$ cat config.mk
export PLATFORM = sky130hd
export DESIGN_NAME = psram_txn_sched
export DESIGN_NICKNAME = d
export VERILOG_FILES = /design/src/rtl/psram_txn_sched.sv
export SDC_FILE = /design/constraint.sdc
export NUM_CORES = 1
export LEC_CHECK = 0
export CAP_MARGIN = 20
export CORE_ASPECT_RATIO = 0.75
export CORE_MARGIN = 4
export CORE_UTILIZATION = 25
export CTS_CLUSTER_SIZE = 14
export DETAILED_ROUTE_END_ITERATION = 6
export GPL_TIMING_DRIVEN = 0
export SLEW_MARGIN = 20
export SYNTH_ARGS = -nofsm -noshare
export SYNTH_HDL_FRONTEND = slang
export SYNTH_SLANG_ARGS = --single-unit
$ cat constraint.sdc
create_clock -name clk_i -period 2.2 [get_ports clk_i]
set_input_delay 0.44 -clock clk_i [delete_from_list [all_inputs] [get_ports clk_i]]
set_output_delay 0.44 -clock clk_i [all_outputs]
set_load 0.01 [all_outputs]
$ cat src/rtl/psram_txn_sched.sv
// Round-robin transaction scheduler for the shared PSRAM engine: arbitration,
// OPI burst rule check, single-transaction issue and timeout supervision.
module psram_txn_sched #(
    parameter int REQ_NUM        = 2,
    parameter int ADDR_WIDTH     = 32,
    parameter int LEN_WIDTH      = 8,
    parameter int TIMEOUT_CYCLES = 1024
) (
    input  logic                          clk_i,
    input  logic                          rst_n_i,
    input  logic                          en_i,
    input  logic [REQ_NUM-1:0]            req_valid_i,
    output logic [REQ_NUM-1:0]            req_ready_o,
    input  logic [REQ_NUM-1:0]            req_wr_i,
    input  logic [REQ_NUM*ADDR_WIDTH-1:0] req_addr_i,
    input  logic [REQ_NUM*LEN_WIDTH-1:0]  req_len_i,
    output logic [REQ_NUM-1:0]            rsp_valid_o,
    output logic                          rsp_err_o,
    output logic [$clog2(REQ_NUM)-1:0]    gnt_id_o,
    output logic                          busy_o,
    output logic                          eng_start_o,
    output logic [1:0]                    eng_cmd_o,
    output logic [ADDR_WIDTH-1:0]         eng_addr_o,
    output logic [LEN_WIDTH-1:0]          eng_len_o,
    input  logic                          eng_done_i,
    output logic                          eng_abort_o
);
    localparam int GW = $clog2(REQ_NUM);
    localparam int CW = $clog2(TIMEOUT_CYCLES);

    typedef enum logic [2:0] {IDLE, ISSUE, WAIT, RESP, ERR} state_t;

    state_t                state_q, state_d;
    logic [GW-1:0]         rr_ptr_q, rr_ptr_d;
    logic [GW-1:0]         gnt_q, gnt_d;
    logic                  wr_q, wr_d;
    logic [ADDR_WIDTH-1:0] addr_q, addr_d;
    logic [LEN_WIDTH-1:0]  len_q, len_d;
    logic [CW-1:0]         cnt_q, cnt_d;

    logic [GW-1:0]         win;
    logic                  found;
    int                    idx;
    logic [ADDR_WIDTH-1:0] win_addr;
    logic [LEN_WIDTH-1:0]  win_len;
    logic                  win_wr;
    logic                  illegal;

    // Descending scan so the lowest offset from rr_ptr is the last to be written.
    always_comb begin
        win   = '0;
        found = 1'b0;
        idx   = 0;
        for (int k = REQ_NUM - 1; k >= 0; k--) begin
            idx = int'(rr_ptr_q) + k;
            if (idx >= REQ_NUM) idx = idx - REQ_NUM;
            if (en_i && req_valid_i[idx]) begin
                win   = GW'(idx);
                found = 1'b1;
            end
        end
    end

    assign win_addr = req_addr_i[win*ADDR_WIDTH +: ADDR_WIDTH];
    assign win_len  = req_len_i[win*LEN_WIDTH +: LEN_WIDTH];
    assign win_wr   = req_wr_i[win];
    assign illegal  = win_addr[0] | (win_wr & (win_len == '0));

    always_comb begin
        state_d     = state_q;
        rr_ptr_d    = rr_ptr_q;
        gnt_d       = gnt_q;
        wr_d        = wr_q;
        addr_d      = addr_q;
        len_d       = len_q;
        cnt_d       = cnt_q;
        req_ready_o = '0;
        rsp_valid_o = '0;
        rsp_err_o   = 1'b0;
        eng_start_o = 1'b0;
        eng_cmd_o   = 2'b00;
        eng_abort_o = 1'b0;
        case (state_q)
            IDLE: begin
                if (found) begin
                    req_ready_o = REQ_NUM'(1) << win;
                    gnt_d       = win;
                    wr_d        = win_wr;
                    addr_d      = win_addr;
                    len_d       = win_len;
                    state_d     = illegal ? ERR : ISSUE;
                end
            end
            ISSUE: begin
                eng_start_o = 1'b1;
                eng_cmd_o   = wr_q ? 2'b01 : 2'b10;
                cnt_d       = '0;
                state_d     = WAIT;
            end
            WAIT: begin
                eng_cmd_o = wr_q ? 2'b01 : 2'b10;
                cnt_d     = cnt_q + 1'b1;
                if (eng_done_i) begin
                    state_d = RESP;
                end else if (cnt_q == CW'(TIMEOUT_CYCLES - 1)) begin
                    eng_abort_o = 1'b1;
                    state_d     = ERR;
                end
            end
            RESP, ERR: begin
                rsp_valid_o = REQ_NUM'(1) << gnt_q;
                rsp_err_o   = (state_q == ERR);
                rr_ptr_d    = (gnt_q == GW'(REQ_NUM - 1)) ? '0 : gnt_q + 1'b1;
                cnt_d       = '0;
                state_d     = IDLE;
            end
            default: state_d = IDLE;
        endcase
    end

    always_ff @(posedge clk_i or negedge rst_n_i) begin
        if (!rst_n_i) begin
            state_q  <= IDLE;
            rr_ptr_q <= '0;
            gnt_q    <= '0;
            wr_q     <= 1'b0;
            addr_q   <= '0;
            len_q    <= '0;
            cnt_q    <= '0;
        end else begin
            state_q  <= state_d;
            rr_ptr_q <= rr_ptr_d;
            gnt_q    <= gnt_d;
            wr_q     <= wr_d;
            addr_q   <= addr_d;
            len_q    <= len_d;
            cnt_q    <= cnt_d;
        end
    end

    assign gnt_id_o   = gnt_q;
    assign busy_o     = (state_q != IDLE);
    assign eng_addr_o = addr_q;
    assign eng_len_o  = len_q;
endmodule

After elaboration in Yosys (flattened, before gate mapping)
Index checks and enable logic that the tools add are counted.
W data, S select, Z words.
{ "op_classes": {"multipliers": 0, "bitwise": 2, "order_cmp": 5, "n_div": 0, "n_eq_ne": 7, "n_addsub": 5, "shift": 4, "n_reduce_logical": 11, "mux": 31} }
{ "op_table": {"columns": ["operator", "count"], "rows": [
  ["$lt A32 B3 Y1 const B", 2],
  ["$mux W32", 2],
  ["$shiftx A64 B7 Y32", 1],
  ["$pmux W10 S2", 1],
  ["$mux W1", 18],
  ["$shiftx A16 B5 Y8", 1],
  ["$mux W3", 4],
  ["$add A10 B1 Y10 const B", 1],
  ["$eq A10 B10 Y1 const B", 1],
  ["$mux W2", 5],
  ["$pmux W3 S3", 1],
  ["$logic_not A8 Y1", 1],
  ["$eq A3 B2 Y1 const B", 2],
  ["$reduce_and A2 Y1", 2],
  ["$reduce_or A2 Y1", 2],
  ["$shl A1 B1 Y2 const A", 2],
  ["$eq A3 B1 Y1 const B", 1],
  ["$eq A3 B3 Y1 const B", 1],
  ["$logic_not A3 Y1", 1],
  ["$ne A3 B3 Y1 const B", 1],
  ["$reduce_bool A3 Y1", 1],
  ["$reduce_or A3 Y1", 1],
  ["$sub A1 B2 Y3 const B", 1],
  ["$sub A2 B2 Y3 const B", 1],
  ["10 further kinds", 11]
]} }
{ "totals": {"ram_bits": 0, "register_bits": 56, "romBits": 0, "latch_bits": 0, "n_memories": 0, "out_inout_bits": 51, "inputBits": 88, "word_cells": 72} }

Longest topological paths before layout
{ "depth": {"word_depth": 16, "ltp_mapped": 9, "depth_no_buf": 6} }

Worst setup path before layout
No wires, ideal clock.
{ "synth_path": {"kind": "reg2out", "start": "reg state_q[1]", "end": "out req_ready_o[0]", "path_stages_with_launch": 7, "required_time_ps": 1760, "t_arrival_ps": 1614, "setup_slack_ps": 146, "n_path_buf": 3, "cell_sequence": "dfrtp_1 or3_1 clkbuf_1 or2_1 buf_6 nor2b_4 buf_4"} }
{ "synth_via": {"elab_chain_len": 2} }
{ "synth_lines": {"columns": ["item", "line_no", "text"], "rows": [
  ["start: declaration", "33", "state_t state_q, state_d;"],
  ["start signal: assignment", "131", "state_q <= state_d;"],
  ["$logic_not A3 Y1", "83", "case (state_q)"],
  ["$mux W2", "83", null],
  ["end: declaration", "13", "output logic [REQ_NUM-1:0] req_ready_o,"]
]} }
No other way between the ends.

Worst setup path after layout
{ "layout_path": {"start": "reg state_q[0]", "end": "out req_ready_o[0]"} }
Same word-level chain as after synthesis.

==> metrics.md <==
| Metric | Value |
|---|---|
| Transition time at the pin with the least slew margin | approximately 500 ps |
| Post-detail-place hpwl | between 6 and 7 mm |
| Worst hold path class | reg2reg |
| Avg Inst Size Synth | between 10 and 15 um^2 |
| Fraction of layout cells with a size suffix above 1 | 14.8% |
| Largest net degree at the start of global routing | 54 |
| CP Data Required Time | around 1800 ps |
| Die Y | between 90 and 100 um |
| Status | finished, final reports clean |
| Yosys top cell by area | dfrtp_1 |
| Gr usage total | 14.1% |
| DR iter-0 viols | ~250 |
| Initial antenna violation count | 0 |
| H-tree level count | 2 |
| Synth area leaders | dfrtp_1 (52%), a222oi_1 (12%), inv_1 (4.9%), mux2i_1 (3.7%), o21ai_0 (3.5%) |
| Asr flop ratio synth | between 90% and 100% |
| Rel. slew slack | 66.2% |
| Area delta synth->final | 73.5% |
| Placement Cell Area | between 4000 and 5000 um^2 |
| Ys flop type | dfrtp_1 |
| Worst path cell trace | or3_4 -> or2_4 -> nor2b_4 -> buf_6 -> buf_6 |
| Yosys top cell area share | 52.0% |
| Buffers plus inverters on the worst setup path | 2 |
| Latest clock arrival within the worst-skew pair | 290 ps |
| Crit path time final | around 2200 ps |
| CORE AREA | approximately 10000 um^2 |
| CP peak stage delay | approximately 430 ps |
| Rows | 32 |
| Ant. Diodes | 0 |
| Synthesis Warnings | 0 |
| CP top delay family | simple AND/OR/NAND/NOR gates |
| CTS Buf Count | 5 |
| Final nets | a little over 500 |
| Period utilization | ~99% |
| Pwr dens | around 1200 nW/um^2 |
| Fmax | approximately 460 MHz |
| Worst Setup Start Kind | register |
| Maxcap violations | 0 |
| Cell repeated most along the worst path | buf_6 |
| FF+latch count, synth | 56 |
| Worst-path clk slew | roughly 70 ps |
| Setup CP Type | reg2out |
| Final setup vio count | 0 |
| Slowest CP cell | dfrtp_2 |
| DR vias | 2701 |
| Final wirelength | between 8 and 9 mm |
| Num Clock Sinks | 56 |
| Io pins | approximately 140 |
| Vias in the first global route | 2859 |
| Global route total overflow | 0 |
| RSZ-0062 raised after global routing | yes |
| WHS | between 400 and 500 ps |
| PortBufs | between 100 and 150 |
| Critical Path End Type | output port |
| Via/cell ratio | 4.81 |
| Max clock buf depth | 2 |
| Routability Congestion | 0.796 |
| Worst vdd ir | 485 uV |
| Cell variety after synth | 38 |
| TritonRoute pass-1 iters | 6 |
| Sequential fraction of the synthesis area | about half |
| Mapped Area | between 2000 and 3000 um^2 |
| Clock skew | ~6.7 ps |
| Number of synthesized flops with an enable pin | 0 |
| Root Buffer | clkbuf_16 |
| Die area | roughly 13000 um^2 |
| Final Hold Viols | 0 |
| Detail Route Antenna Nets | 0 |
| First-pass GRT wire length | 14.5 mm |
| # DRC | 0 |
| Fin util | around 45% |
| Post-synthesis cell count | between 200 and 300 |
| Syn nets | 350 |
| Worst Path Max Fanout | 4 |
| Die width | approximately 130 um |
| Finished Cell Area | about 4700 um^2 |
| Slew Limit Fails | 0 |
| CTS tree | yes |
| Pleak | between 2 and 2.5 nW |
| Wire length per cell | ~16 um |
| Worst endpoint data arrival time | 1730 ps |
| Initial Util | roughly a quarter |
sequential cells by signal, indices dropped and copies added (netlist names):
register / flops
cnt_q: 10
eng_addr_o: 32
eng_len_o: 8
gnt_id_o: 1
rr_ptr_q: 1
state_q: 3
wr_q: 1
cells in the final DEF (no fill, tap or decap), types with 10 or more instances in the layout:
cell type | netlist | routed
inv_1 | 35 | 35
clkdlybuf4s50_1 | 0 | 127
nand2_1 | 17 | 16
mux2i_1 | 10 | 10
a21oi_1 | 13 | 12
a222oi_1 | 31 | 31
buf_4 | 1 | 21
o21ai_0 | 19 | 19
dfrtp_1 | 56 | 52
worst paths after layout:
check,startpoint,to,slack (ps),cells after the start
worst max-delay path,state_q[0]$_DFFE_PN0P_,req_ready_o[0],30,5
worst min-delay path,eng_len_o[0]$_DFFE_PN0P_,eng_len_o[0]$_DFFE_PN0P_,480,2
worst max register to register,state_q[0]$_DFFE_PN0P_,eng_addr_o[25]$_DFFE_PN0P_,220,7
worst min register to register,eng_len_o[0]$_DFFE_PN0P_,eng_len_o[0]$_DFFE_PN0P_,480,2
max in group asynchronous,rst_n_i,cnt_q[1]$_DFFE_PN0P_,1240,3
min in group asynchronous,rst_n_i,eng_addr_o[21]$_DFFE_PN0P_,500,2
area by class of cell:
class                   instances  area, um^2
repair buffers                159        1550
plain buffers                  15         123
fillers                      1052        5730
multi-input cells             152        1130
clock inverters                 2        38.8
well taps                     136         170
inverters                      35         131
flip-flops and latches         56        1410
clock buffers                   6         129
cells in the mapped netlist, types with 2 or more instances:
cell type  count
nor2_1        10
nand2_1       17
mux2i_1       10
a21oi_1       13
o211ai_1       4
mux2_2         3
o21ai_0       19
a22o_1         3
buf_2          4
nand2b_1       3
and3_1         2
clkbuf_1       8
buf_6          5
dfrtp_1       56
nor4b_1        2
nand4_1        3
nor3_1         4
a222oi_1      31
inv_1         35
or3_1          5
nand3_1        7
what timing repair did:
action                     CTS  global route
hold buffers                 1             0
pin swaps                    6             5
setup buffers               14             5
setup endpoints to repair   39             9
resized for setup           43            14
gates cloned                 0             0
hold endpoints to repair     3             0
through the flow:
step                setup WS (ps)  std cells  TNS [ps]  power, mW
finish                       30.1        561         0       5.57
global route                -28.1        561     -33.2       5.99
floorplan                     146        261         0       3.03
CTS                         -55.7        557     -55.7       5.57
global placement            -1140        535    -79140       4.41
detailed placement          -1130        536    -18290       4.44
power by group:
part	leakage, nW	switching [mW]	internal (mW)
sequential	0.695	0.293	1.47
clock	0.0815	0.356	0.542
combinational	1.35	1.28	1.63
cells by family (layout without fill, tap and decap cells):
| logic type | Yosys count | in the layout | synth area share (%) |
|---|---|---|---|
| fa+ha+maj | 1 | 1 | 0.464 |
| flops | 56 | 56 | 52.0 |
| compound gates | 78 | 78 | 21.9 |
| buf+inv | 53 | 217 | 9.10 |
| mux | 13 | 13 | 4.97 |
| simple gates | 59 | 59 | 11.3 |
| xor+xnor | 1 | 1 | 0.325 |
metal layers:
metal,vias to the layer above,GRT usage [%],share of wire (%)
met5,-,0,0
met4,0,2.85,1.1
met3,8,4.59,8.6
met2,114,21.7,44
met1,1284,19.4,47
li1,1295,-,-
tightest hold or removal path, delay by kind of cell (launching register included):
family	cells	cell delay, ps
AND/OR/NAND/NOR	1	40
flip-flops	1	340
AO/OA/AOI/OAI	1	60
Note: power is estimated with default switching activity, not from simulation.
